File: src/rtl/audio_adc_receiver.sv
// Codec ADC capture: I2S / left-justified stereo deserializer.
// Codec clocks are oversampled on Clk; pairs leave via valid/ack.
module audio_adc_receiver #(
  parameter int DATA_W    = 16,
  parameter int I2S_DELAY = 1
) (
  input  logic              Clk,
  input  logic              Reset,
  input  logic              enable,
  input  logic              AUD_BCLK,
  input  logic              AUD_ADCLRCK,
  input  logic              AUD_ADCDAT,
  output logic [DATA_W-1:0] left_data,
  output logic [DATA_W-1:0] right_data,
  output logic              sample_valid,
  input  logic              sample_ack,
  output logic              overrun,
  output logic              busy
);

  localparam int CW = $clog2(DATA_W + I2S_DELAY + 1);

  typedef enum logic [2:0] {
    IDLE,
    DELAY,
    SHIFT,
    SLOT_DONE,
    PUBLISH
  } state_t;

  localparam state_t START = (I2S_DELAY == 0) ? SHIFT : DELAY;

  logic [2:0]        bclk_q;
  logic [2:0]        lrck_q;
  logic [1:0]        dat_q;
  logic              bclk_rise;
  logic              lr_edge;
  logic              lr_fall;
  logic              dat_s;

  state_t            state;
  logic [CW-1:0]     cnt;
  logic [DATA_W-1:0] sr;
  logic [DATA_W-1:0] left_hold;
  logic [DATA_W-1:0] shift_next;
  logic              slot_r;
  logic              wait_f;

  // Two-flop synchronizers plus a history flop for edge detect
  always_ff @(posedge Clk or posedge Reset) begin
    if (Reset) begin
      bclk_q <= '0;
      lrck_q <= '0;
      dat_q  <= '0;
    end else begin
      bclk_q <= {bclk_q[1:0], AUD_BCLK};
      lrck_q <= {lrck_q[1:0], AUD_ADCLRCK};
      dat_q  <= {dat_q[0], AUD_ADCDAT};
    end
  end

  assign bclk_rise  = bclk_q[1] & ~bclk_q[2];
  assign lr_edge    = lrck_q[1] ^ lrck_q[2];
  assign lr_fall    = lr_edge & ~lrck_q[1];
  assign dat_s      = dat_q[1];
  assign shift_next = {sr[DATA_W-2:0], dat_s};
  assign busy       = (state != IDLE);

  // Frame FSM: slot alignment, capture, publish and handshake
  always_ff @(posedge Clk or posedge Reset) begin
    if (Reset) begin
      state        <= IDLE;
      cnt          <= '0;
      sr           <= '0;
      left_hold    <= '0;
      slot_r       <= 1'b0;
      wait_f       <= 1'b0;
      left_data    <= '0;
      right_data   <= '0;
      sample_valid <= 1'b0;
      overrun      <= 1'b0;
    end else begin
      if (sample_valid && sample_ack)
        sample_valid <= 1'b0;
      unique case (state)
        IDLE: begin
          cnt <= '0;
          if (enable && lr_fall) begin
            slot_r <= 1'b0;
            wait_f <= 1'b0;
            state  <= START;
          end
        end
        DELAY, SHIFT: begin
          if (!enable && !slot_r) begin
            state <= IDLE;
          end else if (lr_edge) begin
            cnt    <= '0;
            slot_r <= 1'b0;
            wait_f <= 1'b0;
            state  <= (enable && lr_fall) ? START : IDLE;
          end else if (bclk_rise) begin
            if (state == DELAY) begin
              if (cnt == CW'(I2S_DELAY - 1)) begin
                cnt   <= '0;
                state <= SHIFT;
              end else begin
                cnt <= cnt + 1'b1;
              end
            end else begin
              sr <= shift_next;
              if (cnt == CW'(DATA_W - 1)) begin
                cnt   <= '0;
                state <= SLOT_DONE;
              end else begin
                cnt <= cnt + 1'b1;
              end
            end
          end
        end
        SLOT_DONE: begin
          if (!slot_r)
            left_hold <= sr;
          if (!enable && (wait_f || !slot_r)) begin
            state <= IDLE;
          end else if (slot_r && !wait_f) begin
            state <= PUBLISH;
          end else if (lr_edge) begin
            cnt <= '0;
            if (wait_f) begin
              if (lr_fall) begin
                slot_r <= 1'b0;
                wait_f <= 1'b0;
                state  <= START;
              end
            end else begin
              slot_r <= lrck_q[1];
              state  <= START;
            end
          end
        end
        PUBLISH: begin
          left_data    <= left_hold;
          right_data   <= sr;
          sample_valid <= 1'b1;
          if (sample_valid && !sample_ack)
            overrun <= 1'b1;
          wait_f <= 1'b1;
          state  <= SLOT_DONE;
        end
        default: state <= IDLE;
      endcase
    end
  end

endmodule

File: config.mk
export PLATFORM = sky130hd
export DESIGN_NAME = audio_adc_receiver
export DESIGN_NICKNAME = d
export VERILOG_FILES = /design/src/rtl/audio_adc_receiver.sv
export SDC_FILE = /design/constraint.sdc
export NUM_CORES = 1
export LEC_CHECK = 0
export CORE_MARGIN = 1.5
export CORE_UTILIZATION = 30
export CTS_CLUSTER_DIAMETER = 60
export DETAILED_ROUTE_END_ITERATION = 10
export SLEW_MARGIN = 20
export SYNTH_ARGS = -nofsm -noshare
export SYNTH_HDL_FRONTEND = slang
export SYNTH_SLANG_ARGS = --single-unit
File: constraint.sdc
create_clock -name Clk -period 3.2 [get_ports Clk]
set_input_delay 0.96 -clock Clk [delete_from_list [all_inputs] [get_ports Clk]]
set_output_delay 0.96 -clock Clk [all_outputs]
set_load 0.05 [all_outputs]
## Word-level counts from Yosys, hierarchy flattened

Index checks and enable logic that the tools add are counted.

| storage, ports and cells | value |
|---|---|
| bits in registers | 84 |
| input port bits | 7 |
| output and inout bits | 35 |
| word-level logic and storage cells | 107 |

| cells by class | value |
|---|---|
| $add $sub $neg | 1 |
| eq/ne operators | 18 |
| muxes and demuxes | 41 |
| bitwise logic cells | 9 |
| reduce and logical (&&, ||, !) cells | 25 |

Operator list:

| operator | count |
|---|---|
| $mux W5 | 9 |
| $mux W3 | 12 |
| $mux W1 | 16 |
| $ne A5 B5 Y1 const B | 3 |
| $pmux W5 S3 | 1 |
| $ne A2 B2 Y1 const B | 6 |
| $pmux W3 S4 | 1 |
| $reduce_and A6 Y1 | 2 |
| $ne A4 B4 Y1 const B | 2 |
| $reduce_and A8 Y1 | 1 |
| $reduce_and A7 Y1 | 1 |
| $eq A3 B2 Y1 const B | 2 |
| $logic_and A1 B1 Y1 | 6 |
| $ne A3 B3 Y1 const B | 2 |
| $not A1 Y1 | 6 |
| $reduce_bool A3 Y1 | 2 |
| $add A5 B1 Y5 const B | 1 |
| $eq A5 B4 Y1 const B | 1 |
| $logic_not A5 Y1 | 1 |
| $reduce_and A5 Y1 | 1 |
| $logic_not A1 Y1 | 4 |
| $pmux W1 S4 | 1 |
| $reduce_and A2 Y1 | 2 |
| $reduce_bool A4 Y1 | 1 |
| 9 further kinds | 10 |

## Longest topological paths before layout

Gate-level depths: netlist of the first run.

| logic depth | value |
|---|---|
| depth after elaboration | 8 |
| gate-level depth with buffers | 9 |
| gate-level depth less buffers | 9 |

## Worst setup path after synthesis of the first run

Ideal clock, no wire load.

| timing | value |
|---|---|
| path type | input to register |
| start point | in enable |
| end point | reg sr[0] |
| library setup time | 128 ps |
| data arrival time | 2,126 ps |
| setup slack | 946 ps |
| stages on the path | 6 |
| buffers on the path | 2 |
| cells stage by stage | clkbuf_2 > nor2_2 > nor2b_4 > nand4_2 > buf_2 > mux2_1 |

| between the ends | value |
|---|---|
| cells in the longest elaborated chain, start to end | 4 |

Ends and longest elaborated chain:

| what | RTL line | text |
|---|---|---|
| start: declaration | 9 | `input logic enable,` |
| $logic_not A1 Y1 | 95 | `if (!enable && !slot_r) begin` |
| $logic_and A1 B1 Y1 | 95 |  |
| $not A1 Y1 (no source line) | -- |  |
| $reduce_and A5 Y1 (no source line) | -- |  |
| end signal: assignment | 111 | `sr <= shift_next;` |
| end: declaration | 43 | `logic [DATA_W-1:0] sr;` |

No other way between the ends.
A chain may end at the register's enable or synchronous reset.

## Worst setup path in the final report of the first run

| timing | value |
|---|---|
| start point | reg state[2] |
| end point | out busy |

| between the ends | value |
|---|---|
| cells in the longest elaborated chain, start to end | 1 |

Ends and longest elaborated chain:

| what | RTL line | text |
|---|---|---|
| start: declaration | 41 | `state_t state;` |
| start signal: assignment | 101 | `state <= (enable && lr_fall) ? START : IDLE;` |
| $reduce_bool A3 Y1 | 67 | `assign busy = (state != IDLE);` |
| end: declaration | 18 | `output logic busy` |

No other way between the ends.

==> impl_metrics.json, run 1 <==
{
  "gate_family_responsible_for_the_most_delay_along_the_worst_path": "buffers and inverters",
  "placement.cell_area_um2": 4180,
  "finish.net_count": 309,
  "seq_area_frac_synth_pct": 58.4,
  "power_frac_seq_pct": 39.8,
  "hold_viol_final": 0,
  "synth-edff-count": 0,
  "tightest_slew_ns": 0.574,
  "mappedNetlistArea_um2": 3600,
  "fin_crit_ns": 2.78,
  "violations": "DRC",
  "cts_resized": 0,
  "cts_root_buffer": "sky130_fd_sc_hd__clkbuf_16",
  "die_width_um": 113,
  "crit_buf_inv": 1,
  "clk-insertion-delay-late_ns": 0.33,
  "final_layout_size_suffix_gt1_share_pct": 31.8,
  "path_category_of_the_worst_min_delay_check": "flip-flop to flip-flop",
  "max_freq_ghz": 0.360,
  "max-vdd-ir-drop_uv": 395,
  "antenna_found_initial": 0,
  "chipHeight_um": 113,
  "timing.slew.headroom_pct": 61.6,
  "timing.critical_path.cells": "or3_1, clkdlybuf4s50_1",
  "grt-ovfl-total": 0,
  "dr_total_vias": 2101,
  "postRouteAntennaNets": 0,
  "max-clock-path-buffers": 2,
  "slowest_delay_ns": 0.72,
  "yosys-top-cells-count": "sky130_fd_sc_hd__dfrtp_1, sky130_fd_sc_hd__mux2_2, sky130_fd_sc_hd__inv_1, sky130_fd_sc_hd__mux2_1, sky130_fd_sc_hd__nand2_1",
  "dieArea_um2": 12700,
  "timing.critical_path.required_ns": 2.24,
  "synthesized_nets": 261,
  "initialDrtViolationCount": 77,
  "report.final.setup_viol": 0,
  "place.detailed.hpwl_mm": 4.25,
  "finalClockSkew_ns": 0.00392,
  "timing.setup.critical_path_class": "flip-flop to output port",
  "ys_seq_elements": 84,
  "p_leak_uw": 0.00213,
  "drv_cap": 0,
  "area_share_of_the_largest_cell_type_after_synthesis_pct": 58.4,
  "holdBufCountCts": 0,
  "avgRoutedWirePerCell_um": 14.4,
  "critical_path_peak_fanout": 2,
  "dpl_worst_slack_ns": 0.168,
  "gp_routability_congestion": 0.834,
  "cts.reportedPaths.clkPinSlew_ns": 0.06,
  "setup-tns-final_ns": 0,
  "synth_ff_type": "sky130_fd_sc_hd__dfrtp_1",
  "first_pass_iters": 9,
  "synth_cells": 249,
  "clock-sinks": 84,
  "grt_pass1_vias": 2181,
  "synth-async-reset-ratio_pct": 100,
  "power_frac_comb_pct": 21.5,
  "grt.total_usage_pct": 10.9,
  "run_status": "finished with violations",
  "routed_wl_mm": 6.40,
  "post_route_cell_area_um2": 4500,
  "filler_cell_count": 1085,
  "library_cell_with_the_largest_summed_area_after_synthesis": "sky130_fd_sc_hd__dfrtp_1",
  "num_antenna_cells": 0,
  "data_arrival_at_the_endpoint_of_the_critical_path_ns": 1.82,
  "internal-power_uw": 2050,
  "synthesis.yosys.warnings": 0,
  "final.period_utilization_pct": 86.8,
  "slew_violations": 0,
  "grt_max_degree": 55,
  "grt_first_pass_wirelength_mm": 10.8,
  "std_cell_rows": 39,
  "crit_path_end_kind": "output port",
  "ys_top_cells_by_area": "sky130_fd_sc_hd__dfrtp_1, sky130_fd_sc_hd__mux2_2, sky130_fd_sc_hd__mux2_1",
  "clock_power_share_pct": 38.7,
  "port_buffers": 41,
  "synthDistinctLibCells": 55,
  "vias_per_cell": 4.72,
  "power_uw": 2820,
  "cts-buffers-inserted": 9,
  "core_footprint_um2": 11600,
  "area_delta_synth_final_pct": 24.8,
  "switching_share_pct": 27.3,
  "cts.htree.levels": 3,
  "avgSynthCellArea_um2": 14.5,
  "critical_path.startpoint_type": "flip-flop",
  "ios": 42,
  "grt_setup_unrepaired": "false",
  "initial_utilization_pct": 31.1,
  "switchingPower_uw": 769,
  "cts_setup_buffers": 0,
  "tritoncts": "yes",
  "power.density_cell_area_nw_per_um2": 627,
  "crit_path_top_delay_cell": "sky130_fd_sc_hd__clkdlybuf4s50_1",
  "yosys.cell_count.top_type": "sky130_fd_sc_hd__dfrtp_1",
  "final_critical_path_setup_slack_ns": 0.423,
  "drc": 1
}
-- final timing paths --
check | cells past startpoint | start | slack [ns] | end
max | 2 | state[2] | 0.42 | busy
min | 0 | bclk_q[0] | 0.35 | bclk_q[1]
max reg2reg | 6 | lrck_q[1] | 0.92 | sr[7]
min reg2reg | 0 | bclk_q[0] | 0.35 | bclk_q[1]
max in group asynchronous | 3 | Reset | 1.85 | left_data[12]
min in group asynchronous | 3 | Reset | 1.01 | overrun
-- per-layer routing --
layer	vias up	share of wire (%)	global-route usage, %
met5	-	0	0
met4	0	1.3	5.06
met3	7	3.3	3.19
met2	25	50	17.4
met1	1089	45	13.6
li1	980	-	-
-- sequential cells by signal, summed over array words and instances, names as in the netlist, 2 cells and up --
signal      cells
cnt             5
right_data     16
left_data      16
sr             16
bclk_q          3
dat_q           2
state           3
lrck_q          3
left_hold      16
-- cell type report --
class / count / area, um2 / share of cell area (%)
clock inverters: 4 / 72.6 / 1.61
well taps: 143 / 179 / 3.98
flip-flops and latches: 84 / 2100 / 46.7
repair buffers: 47 / 468 / 10.4
multi-input cells: 144 / 1390 / 30.8
clock buffers: 12 / 246 / 5.48
inverters: 11 / 42.5 / 0.946
-- kinds of logic (layout without fill, tap and decap cells) --
logic type                 count (synthesis)  after routing  synth area share (%)
DFF                                       84             84                  58.4
and+or+nand+nor                           40             40                  7.95
buffers and inverters                     21             74                  3.33
adders and majority gates                  5              5                  1.74
xor gates and xnor gates                   1              1                 0.243
muxes                                     67             67                  21.0
AOI/OAI and AO/OA                         31             31                  7.36
-- stage by stage --
step / utilization [%] / hold slack, ns / cells
floorplan: - / 0.331 / 249
detailed placement: 36.1 / 0.337 / 429
finish: 38.9 / 0.347 / 445
CTS: 38.9 / 0.351 / 445
global route: 38.9 / 0.359 / 445
global placement: 36.1 / 0.334 / 429
-- cells in the final DEF, fill, tap and decap left out, types with 3 or more instances in the layout --
cell / n
sky130_fd_sc_hd__mux2_2: 55
sky130_fd_sc_hd__buf_4: 5
sky130_fd_sc_hd__nand3_1: 4
sky130_fd_sc_hd__nand2b_1: 3
sky130_fd_sc_hd__a21o_1: 3
sky130_fd_sc_hd__ha_1: 5
sky130_fd_sc_hd__nor2_1: 4
sky130_fd_sc_hd__mux2_1: 10
sky130_fd_sc_hd__clkdlybuf4s50_1: 41
sky130_fd_sc_hd__clkbuf_16: 9
sky130_fd_sc_hd__nand2_1: 6
sky130_fd_sc_hd__dfrtp_1: 84
sky130_fd_sc_hd__inv_1: 10
sky130_fd_sc_hd__o21ai_0: 5
-- power by group through the flow --
| stage | combinational (uW) | clock (uW) | sequential (uW) |
|---|---|---|---|
| finish | 606 | 1090 | 1120 |
| CTS | 613 | 1130 | 1120 |
| global route | 661 | 1180 | 1130 |
| floorplan | 486 | 0 | 1150 |
| detailed placement | 613 | 0 | 1140 |
| global placement | 597 | 0 | 1140 |
Power figures use the tool's default switching activity.
==> run 2, diff against run 1 <==
- CORE_UTILIZATION: 30 -> 49
- MAX_ROUTING_LAYER: default -> met4
- PLACE_DENSITY: default -> 0.74
==> run 2 against run 1 <==
The flow now finishes without violations. Combinational power is 2% lower. Sequential power is essentially flat. Cell count fell by 10%. First-iteration DRC count rose by 14%. Worst hold slack improved by 0.0067 ns. Clock power down 36%. Non-clock buffer count shrank 1. Count of clock-buffer cells in the layout is 3 lower. Sequential share of layout area grew 2.0 points. Maximum frequency is 0.46% lower. Critical endpoint unchanged. Largest cell class unchanged.
==> impl_metrics.json, run 2 (synthesis results as in run 1) <==
{
  "run_status": "finished clean",
  "core_footprint_um2": 7180,
  "path_category_of_the_worst_min_delay_check": "flip-flop to flip-flop",
  "grt_pass1_vias": 2021,
  "max_freq_ghz": 0.358,
  "drc": 0,
  "ios": 42,
  "chipHeight_um": 88.7,
  "gp_routability_congestion": 0.798,
  "std_cell_rows": 31,
  "routed_wl_mm": 6.12,
  "commonest_cells_after_routing_fill_and_taps_aside": "sky130_fd_sc_hd__dfrtp_1, sky130_fd_sc_hd__mux2_2, sky130_fd_sc_hd__clkdlybuf4s50_1, sky130_fd_sc_hd__inv_1, sky130_fd_sc_hd__mux2_1",
  "timing.critical_path.cells": "or3_1, clkdlybuf4s50_1",
  "power_uw": 2420,
  "clock-sinks": 84,
  "p_leak_uw": 0.00206,
  "critical_path_peak_fanout": 2,
  "vias_per_cell": 5.17,
  "slowest_delay_ns": 0.71,
  "tightest_slew_ns": 0.820,
  "holdBufCountCts": 0,
  "grt_max_degree": 85,
  "grt-ovfl-total": 0,
  "timing.slew.headroom_pct": 45.2,
  "finish.utilization_pct": 60.1,
  "switchingPower_uw": 781,
  "critical_path.startpoint_type": "flip-flop",
  "crit_buf_inv": 1,
  "power_frac_comb_pct": 24.6,
  "initialDrtViolationCount": 88,
  "die_width_um": 88.7,
  "final_layout_size_suffix_gt1_share_pct": 32.2,
  "clk-insertion-delay-late_ns": 0.35,
  "hold_viol_final": 0,
  "setup-tns-final_ns": 0,
  "cts_setup_buffers": 0,
  "grt_first_pass_wirelength_mm": 10.1,
  "drv_cap": 0,
  "num_antenna_cells": 0,
  "grt_setup_unrepaired": "false",
  "power_frac_seq_pct": 46.4,
  "grt.total_usage_pct": 17.8,
  "power.density_cell_area_nw_per_um2": 560,
  "finalClockSkew_ns": 0.0102,
  "switching_share_pct": 32.3,
  "tritoncts": "yes",
  "fin_crit_ns": 2.79,
  "gate_family_responsible_for_the_most_delay_along_the_worst_path": "buffers and inverters",
  "final.period_utilization_pct": 87.2,
  "slew_violations": 0,
  "crit_path_top_delay_cell": "sky130_fd_sc_hd__clkdlybuf4s50_1",
  "initial_utilization_pct": 50.2,
  "avgRoutedWirePerCell_um": 15.3,
  "area_delta_synth_final_pct": 19.7,
  "cts_resized": 0,
  "port_buffers": 41,
  "timing.critical_path.required_ns": 2.24,
  "dr_total_vias": 2068,
  "first_pass_iters": 4,
  "max-vdd-ir-drop_uv": 241,
  "timing.setup.critical_path_class": "flip-flop to output port",
  "filler_cell_count": 583,
  "clock_power_share_pct": 29.0,
  "place.detailed.hpwl_mm": 3.97,
  "cts.htree.levels": 3,
  "internal-power_uw": 1640,
  "cts.reportedPaths.clkPinSlew_ns": 0.09,
  "crit_path_end_kind": "output port",
  "finish.net_count": 308,
  "postRouteAntennaNets": 0,
  "cts_root_buffer": "sky130_fd_sc_hd__clkbuf_8",
  "dieArea_um2": 7870,
  "cts-buffers-inserted": 9,
  "antenna_found_initial": 0,
  "data_arrival_at_the_endpoint_of_the_critical_path_ns": 1.83,
  "max-clock-path-buffers": 2,
  "report.final.setup_viol": 0,
  "final_common_cell": "sky130_fd_sc_hd__dfrtp_1"
}
run 2: path summary, 6_finish.rpt:
kind	start	end	slack [ns]	cells after the start
max reg2reg	lrck_q[1]	sr[3]	0.87	6
min in group asynchronous	Reset	left_hold[5]	1.00	3
max in group asynchronous	Reset	right_data[13]	1.84	3
min	dat_q[0]	dat_q[1]	0.35	0
max	state[2]	busy	0.41	2
min reg2reg	dat_q[0]	dat_q[1]	0.35	0
run 2: final cells by class:
class	count	area, um2	area share (%)
multi-input cells	144	1390	32.2
flip-flops and latches	84	2100	48.8
inverters	11	42.5	0.987
repair buffers	46	473	11.0
clock inverters	7	60.1	1.39
clock buffers	9	124	2.87
well taps	99	124	2.87
run 2: power groups by stage:
stage | clock network, uW | registers (uW) | logic [uW]
floorplan | 0 | 1150 | 486
global placement | 0 | 1140 | 586
detailed placement | 0 | 1140 | 596
CTS | 727 | 1120 | 599
global route | 773 | 1130 | 640
finish | 700 | 1120 | 595
run 2: per-layer routing:
layer | track usage, % | routed length, um | vias up
li1 | - | - | 979
met1 | 24.7 | 2950 | 1042
met2 | 25.1 | 2840 | 39
met3 | 5.41 | 258 | 8
met4 | 5.97 | 79 | 0
met5 | - | 0 | -
run 2: stage by stage:
stage	cells	worst slack (ns)	instance area, um2	hold WS (ns)
floorplan	249	0.0749	3600	0.331
global placement	384	0.240	4130	0.331
detailed placement	384	0.167	4130	0.336
CTS	400	0.388	4310	0.354
global route	400	0.364	4310	0.365
finish	400	0.410	4310	0.354
